===== src/rtl/wfifo_wr_arbiter.sv =====
// Round-robin write-port arbiter for the async FIFO write side (wclk domain).
// Optional packet-lock mode selected by the WARB_PKT_LOCK_EN define.
//
// state | meaning
// ------+-------------------------------------------------------------
// IDLE  | no owner; the round-robin pick is granted on the next edge
// OWN   | grant_id owns the write port; beats pass straight through
module wfifo_wr_arbiter #(
   parameter int NREQ      = 4,
   parameter int DSIZE     = 8,
   parameter int MAX_BEATS = 64
) (
   input  logic                    wclk,
   input  logic                    wrst_n,
   input  logic [NREQ-1:0]         req_valid,
   input  logic [NREQ-1:0]         req_last,
   input  logic [NREQ*DSIZE-1:0]   req_data,
   output logic [NREQ-1:0]         req_ready,
   input  logic                    wfull,
   output logic                    winc,
   output logic [DSIZE-1:0]        wdata,
   output logic                    grant_vld,
   output logic [$clog2(NREQ)-1:0] grant_id,
   output logic                    pkt_err
);

   localparam int IW = $clog2(NREQ);

   typedef enum logic {S_IDLE, S_OWN} state_t;

   state_t          state, state_nxt;
   logic [IW-1:0]   grant_id_nxt;
   logic            grant_vld_nxt;
   logic [IW-1:0]   rr_last, rr_last_nxt;
   logic            own_valid;
   logic            own_last;
   logic [DSIZE-1:0] own_data;
   logic [NREQ-1:0] own_onehot;
   logic            accept;
   logic            release_evt;
   logic [IW:0]     pick_idle;
   logic [IW:0]     pick_rel;

   // Search base+1 upward with wrap; base itself is considered last.
   // Returns {found, index}.
   function automatic logic [IW:0] rr_pick(input logic [NREQ-1:0] v,
                                           input logic [IW-1:0]   base);
      logic          found;
      logic [IW-1:0] idx;
      int            j;
      found = 1'b0;
      idx   = '0;
      for (int k = 1; k <= NREQ; k++) begin
         j = (int'(base) + k) % NREQ;
         if (!found && v[j]) begin
            found = 1'b1;
            idx   = IW'(j);
         end
      end
      return {found, idx};
   endfunction

   always_comb begin
      own_valid  = 1'b0;
      own_last   = 1'b0;
      own_data   = '0;
      own_onehot = '0;
      for (int i = 0; i < NREQ; i++) begin
         if (grant_id == IW'(i)) begin
            own_valid     = req_valid[i];
            own_last      = req_last[i];
            own_data      = req_data[i*DSIZE +: DSIZE];
            own_onehot[i] = 1'b1;
         end
      end
   end

   assign accept    = (state == S_OWN) & own_valid & ~wfull;
   assign winc      = accept;
   assign wdata     = accept ? own_data : '0;
   assign req_ready = ((state == S_OWN) && !wfull) ? own_onehot : '0;

`ifdef WARB_PKT_LOCK_EN
   localparam int BW = $clog2(MAX_BEATS);

   logic [BW-1:0] beat_cnt;
   logic          at_limit;

   assign at_limit    = (beat_cnt == BW'(MAX_BEATS - 1));
   assign release_evt = accept & (own_last | at_limit);

   always_ff @(posedge wclk or negedge wrst_n) begin
      if (!wrst_n) begin
         beat_cnt <= '0;
         pkt_err  <= 1'b0;
      end else begin
         if (release_evt)
            beat_cnt <= '0;
         else if (accept)
            beat_cnt <= beat_cnt + 1'b1;
         pkt_err <= accept & at_limit & ~own_last;
      end
   end
`else
   logic unused_last;

   assign unused_last = ^{req_last, own_last};
   assign release_evt = accept;
   assign pkt_err     = 1'b0;
`endif

   always_comb begin
      state_nxt     = state;
      grant_id_nxt  = grant_id;
      grant_vld_nxt = grant_vld;
      rr_last_nxt   = rr_last;
      pick_idle     = rr_pick(req_valid, rr_last);
      pick_rel      = rr_pick(req_valid, grant_id);
      case (state)
         S_IDLE: begin
            if (pick_idle[IW]) begin
               state_nxt     = S_OWN;
               grant_id_nxt  = pick_idle[IW-1:0];
               grant_vld_nxt = 1'b1;
            end
         end
         S_OWN: begin
            if (release_evt) begin
               rr_last_nxt = grant_id;
               if (pick_rel[IW]) begin
                  grant_id_nxt = pick_rel[IW-1:0];
               end else begin
                  state_nxt     = S_IDLE;
                  grant_vld_nxt = 1'b0;
               end
            end
         end
         default: begin
            state_nxt     = S_IDLE;
            grant_vld_nxt = 1'b0;
         end
      endcase
   end

   always_ff @(posedge wclk or negedge wrst_n) begin
      if (!wrst_n) begin
         state     <= S_IDLE;
         grant_vld <= 1'b0;
         grant_id  <= '0;
         rr_last   <= IW'(NREQ - 1);
      end else begin
         state     <= state_nxt;
         grant_vld <= grant_vld_nxt;
         grant_id  <= grant_id_nxt;
         rr_last   <= rr_last_nxt;
      end
   end

endmodule


===== config.mk =====
export PLATFORM = sky130hd
export DESIGN_NAME = wfifo_wr_arbiter
export DESIGN_NICKNAME = d
export VERILOG_FILES = /design/src/rtl/wfifo_wr_arbiter.sv
export SDC_FILE = /design/constraint.sdc
export NUM_CORES = 1
export LEC_CHECK = 0
export CORE_UTILIZATION = 40
export CTS_CLUSTER_DIAMETER = 80
export DETAILED_ROUTE_END_ITERATION = 10
export PLACE_DENSITY_LB_ADDON = 0.25
export SYNTH_ARGS = -nofsm -noshare
export SYNTH_HDL_FRONTEND = slang
export SYNTH_SLANG_ARGS = --single-unit

===== constraint.sdc =====
create_clock -name wclk -period 5.7 [get_ports wclk]
set_clock_uncertainty 0.15 [all_clocks]
set_input_delay 1.14 -clock wclk [delete_from_list [all_inputs] [get_ports wclk]]
set_output_delay 1.14 -clock wclk [all_outputs]
set_load 0.02 [all_outputs]

Word-level counts from Yosys, hierarchy flattened --
Cells that the tools add are included.
Storage, ports and cells: input port bits 43, register bits 6, word-level logic and storage cells 131, output and inout bits 17
Operators by class: add/subtract/negate cells 8, reduce and logical (&&, ||, !) cells 26, bitwise logic cells 12, $lt $le $gt $ge 8, equal/unequal tests 7, mux-type cells 66
Operator list (count):
- $mux W8 | 5
- $mux W1 | 38
- $lt A3 B4 Y1 const B | 8
- $mux W2 | 11
- $bmux W1 S2 | 8
- $reduce_or A2 Y1 | 8
- $add A2 B1 Y2 const B | 4
- $add A2 B2 Y2 const B | 4
- $and A1 B1 Y1 const A | 8
- $logic_and A1 B1 Y1 | 7
- $logic_not A1 Y1 | 7
- $reduce_and A3 Y1 | 2
- $eq A2 B2 Y1 const B | 2
- $mux W4 | 1
- $ne A2 B1 Y1 const B | 2
- $ne A2 B2 Y1 const B | 2
- $pmux W1 S2 | 2
- $pmux W2 S2 | 1
- $and A1 B1 Y1 | 2
- $eq A2 B1 Y1 const B | 1
- $logic_not A2 Y1 | 1
- $not A1 Y1 | 2
- $reduce_and A2 Y1 | 1

Logic depth before layout (Yosys ltp) --
depth after elaboration 19, gate-level depth with buffers 10, gate-level depth less buffers 7

Worst setup path after synthesis --
Ideal clock, no wire load.
kind input -> output, start in req_valid[0], end out wdata[0], stages on the path 6, data required time 4.410 ns, setup slack 2.145 ns, buffers on the path 2, data arrival time 2.265 ns, cell sequence buf_2 -> nand3b_4 -> a221oi_2 -> o21ai_2 -> clkbuf_1 -> nor2_1
Between the ends: cells in the longest elaborated chain, start to end 7
Ends and longest elaborated chain:
- start: declaration | line 15 | input logic [NREQ-1:0] req_valid,
- $mux W1 (4 in a row) | line 69 | if (grant_id == IW'(i)) begin
- $and A1 B1 Y1 (2 in a row) | line 78 | assign accept = (state == S_OWN) & own_valid & ~wfull;
- $mux W8 | line 80 | assign wdata = accept ? own_data : '0;
- end: declaration | line 21 | output logic [DSIZE-1:0] wdata,
No other way between the ends.

Worst setup path in the final report --
start in req_valid[1], end out wdata[5]
Between the ends: cells in the longest elaborated chain, start to end 6
Ends and longest elaborated chain (line):
- $mux W1 (3 in a row) | 69
- $and A1 B1 Y1 (2 in a row) | 78
- $mux W8 | 80
No other way between the ends.

==> impl_metrics.tcl <==
set metrics [dict create \
    status "finished, final reports clean" \
    grt_usage_pct 25.72 \
    cts-root-buf "clkbuf_4" \
    clkLatencyLatePin_ns 0.24 \
    die_h_um 51.81 \
    cellLeakagePower_uw 0.0005947 \
    cts_inserted_buffers 3 \
    critPathArrivalTime_ns 3.37 \
    grt_start_max_net_pins 20 \
    cts_setup_buffers 0 \
    wire_per_inst_um 14.55 \
    critPathBufInv 2 \
    placeableCoreArea_sq_um 2276 \
    rsz0062_at_grt "false" \
    clk_path_buf_depth 2 \
    clkSlewWorstSetupHoldPaths_ns 0.04 \
    drive_above_1_share_pct 5.348 \
    critPathMaxFanout 17 \
    synthTopCellsByArea "nor2b_1 (11%), dfrtp_1 (10%), a221oi_1 (7.9%)" \
    finalSetupTns_ns 0 \
    yosysTopAreaCell "nor2b_1" \
    startpoint_type "primary input" \
    num_rows 17 \
    syn_inst 144 \
    synth.top_cell.area_share_pct 11.35 \
    cts.sinks 6 \
    avgSynthCellArea_sq_um 6.890 \
    first_iter_violations 23 \
    final_cell_area_sq_um 1523 \
    worstPathRequired_ns 4.41 \
    grt_remaining_overflow 0 \
    seqCellArea_sq_um 152.6 \
    maxCapViolCount 0 \
    drc_errors 0 \
    hp-class "reg -> reg" \
    cts_hold_buffers 0 \
    slew_violations 0 \
    io_pins 60 \
    start_util_pct 43.60 \
    cp_top_family "buffers and inverters" \
    grt_pass1_vias 1207 \
    clkPwrFrac_pct 7.0 \
    vias_per_cell 5.577 \
    htreeDepth 1 \
    syn_to_final_growth_pct 53.47 \
    grt_pass1_wl_um 5188 \
    slew_headroom_pct 52.47 \
    max_stage_delay_ns 0.61 \
    critical_path_class "in -> out" \
    intPower_uw 299.8 \
    antenna_cells 0 \
    hpwl_um 2321 \
    p_sw_uw 298.1 \
    synth-seq-cells 6 \
    io_buffers 54 \
    period_share_pct 81.72 \
    seqPwrFrac_pct 15.2 \
    ant_nets 0 \
    synth_cell_types 36 \
    dieWidth_um 51.81 \
    cts_tree "done" \
    gp_congestion 0.8010 \
    hold_viol 0 \
    cp-end-kind "primary output" \
    fmax_mhz 214.7 \
    routed_wl_um 3128 \
    power.density_nw_per_um2 392.7 \
    nFillCells 191 \
    netSwitchingFraction_pct 49.86 \
    multi_input_area_sq_um 742.0 \
    dieArea_sq_um 2684 \
    ir_drop_mv 0.3132 \
    path_cells "clkdlybuf4s50_1 > a21oi_1 > a221oi_2 > o21ai_2 > nor2_1 > clkdlybuf4s50_1" \
    setup_viol 0 \
    combPwrFrac_pct 77.9 \
    post_cts_resized 0 \
    ys_seq_area_share_pct 15.38 \
    critical_path.most_common_cell "clkdlybuf4s50_1" \
    placed_area_sq_um 1496 \
    drtPass1Iterations 4 \
    synth_warnings 0 \
    dr_total_vias 1199 \
    syn_area_sq_um 992.2 \
    crit_slowest_cell "clkdlybuf4s50_1" \
    synth_nets 191 \
    worstMarginPinSlew_ns 0.7130 \
    fin_crit_ns 4.658 \
    antenna_found_initial 0 \
    final_nets 235 \
]
## cell families after synthesis
family                     Yosys count  synth area share, %
AOI/OAI and AO/OA                   45                31.65
adders and majority gates            4                5.044
buffers and inverters               22                9.837
DFF                                  6                15.38
muxes                                2                2.270
other                                1               0.3779
and+or+nand+nor                     64                35.44
## layer usage
| metal | vias up | GRT usage (%) | wire [um] |
|---|---|---|---|
| li1 | 596 | - | - |
| met1 | 555 | 28.88 | 1362 |
| met2 | 42 | 48.05 | 1571 |
| met3 | 6 | 3.216 | 154 |
| met4 | 0 | 10.81 | 38 |
| met5 | - | 0 | 0 |
## final timing paths
path                            slack [ns]    startpoint  cells after the start           to
worst max-delay path                  1.04  req_valid[1]                      6     wdata[5]
worst min-delay path                  0.34    rr_last[0]                      2   rr_last[0]
worst max register to register        2.68   grant_id[1]                      7  grant_id[1]
worst min register to register        0.34    rr_last[0]                      2   rr_last[0]
max in group asynchronous             4.16        wrst_n                      1   rr_last[1]
min in group asynchronous             0.97        wrst_n                      1  grant_id[0]
## Yosys cell counts, drive strengths merged
master	n
o31ai	1
a211oi	1
and2b	1
clkbuf	10
nand2b	2
dfrtp	4
a21boi	2
a32oi	2
nand2	7
nand3b	2
o21ai	7
nor4	1
ha	4
nor2	14
o311a	1
a221oi	10
inv	7
buf	5
o221ai	1
a31oi	1
o211ai	2
a211o	1
mux2	2
dfstp	2
and2	6
a21oi	14
o21bai	2
and3b	1
nor3	12
nor2b	18
conb	1
## worst register-to-register path: stages (launching register included)
cell and delay, ns:
dfrtp_1 0.51, inv_1 0.22, ha_1 0.60, a21oi_1 0.18, a221oi_2 0.28, o21ai_2 0.25, o311a_1 0.42, a211o_1 0.28
## final cells by class
cell class,count,area share [%]
clock buffer,4,1.726
inverter,7,1.726
multi-input combinational,116,48.73
sequential,6,10.02
tap,28,2.301
timing repair buffer,54,35.50
## flip-flops by register name, summed over array words and instances (netlist names)
name	flops
rr_last	2
grant_vld	1
state	1
grant_id	2
## power by group through the flow
stage	clock network, uW	logic (uW)	registers, uW
after floorplan	0	335	81.7
after global placement	0	452	88.6
after detailed placement	0	465	90.3
after CTS	44.3	467	89.5
after global routing	46.1	519	94.9
final	41.7	466	90.6
## through the flow
stage               util [%]  total power [uW]  std cells  hold WS, ns  setup slack, ns
global placement       65.75             540.9        211       0.3220            1.084
global route           66.90             660.1        215       0.3651           0.8685
floorplan                  -             417.1        144       0.3197            2.145
CTS                    66.90             600.3        215       0.3510            1.038
finish                 66.90             597.9        215       0.3432            1.042
detailed placement     65.75             555.8        211       0.3446            1.033
## cell usage in the layout, fill, tap and decap left out, types with 2 or more instances in the layout
cell type         n
clkbuf_4          3
o211ai_1          2
o21ai_0           6
a21oi_1          14
a221oi_1          9
a32oi_1           2
nor2_1           14
a21boi_0          2
nand2_1           7
nor3_1           12
nor2b_1          18
o21bai_1          2
and2_1            6
ha_1              4
nand2b_1          2
dfstp_2           2
dfrtp_1           4
mux2_2            2
inv_1             7
clkdlybuf4s50_1  54
No activity file was read; power rests on OpenSTA's default activity.
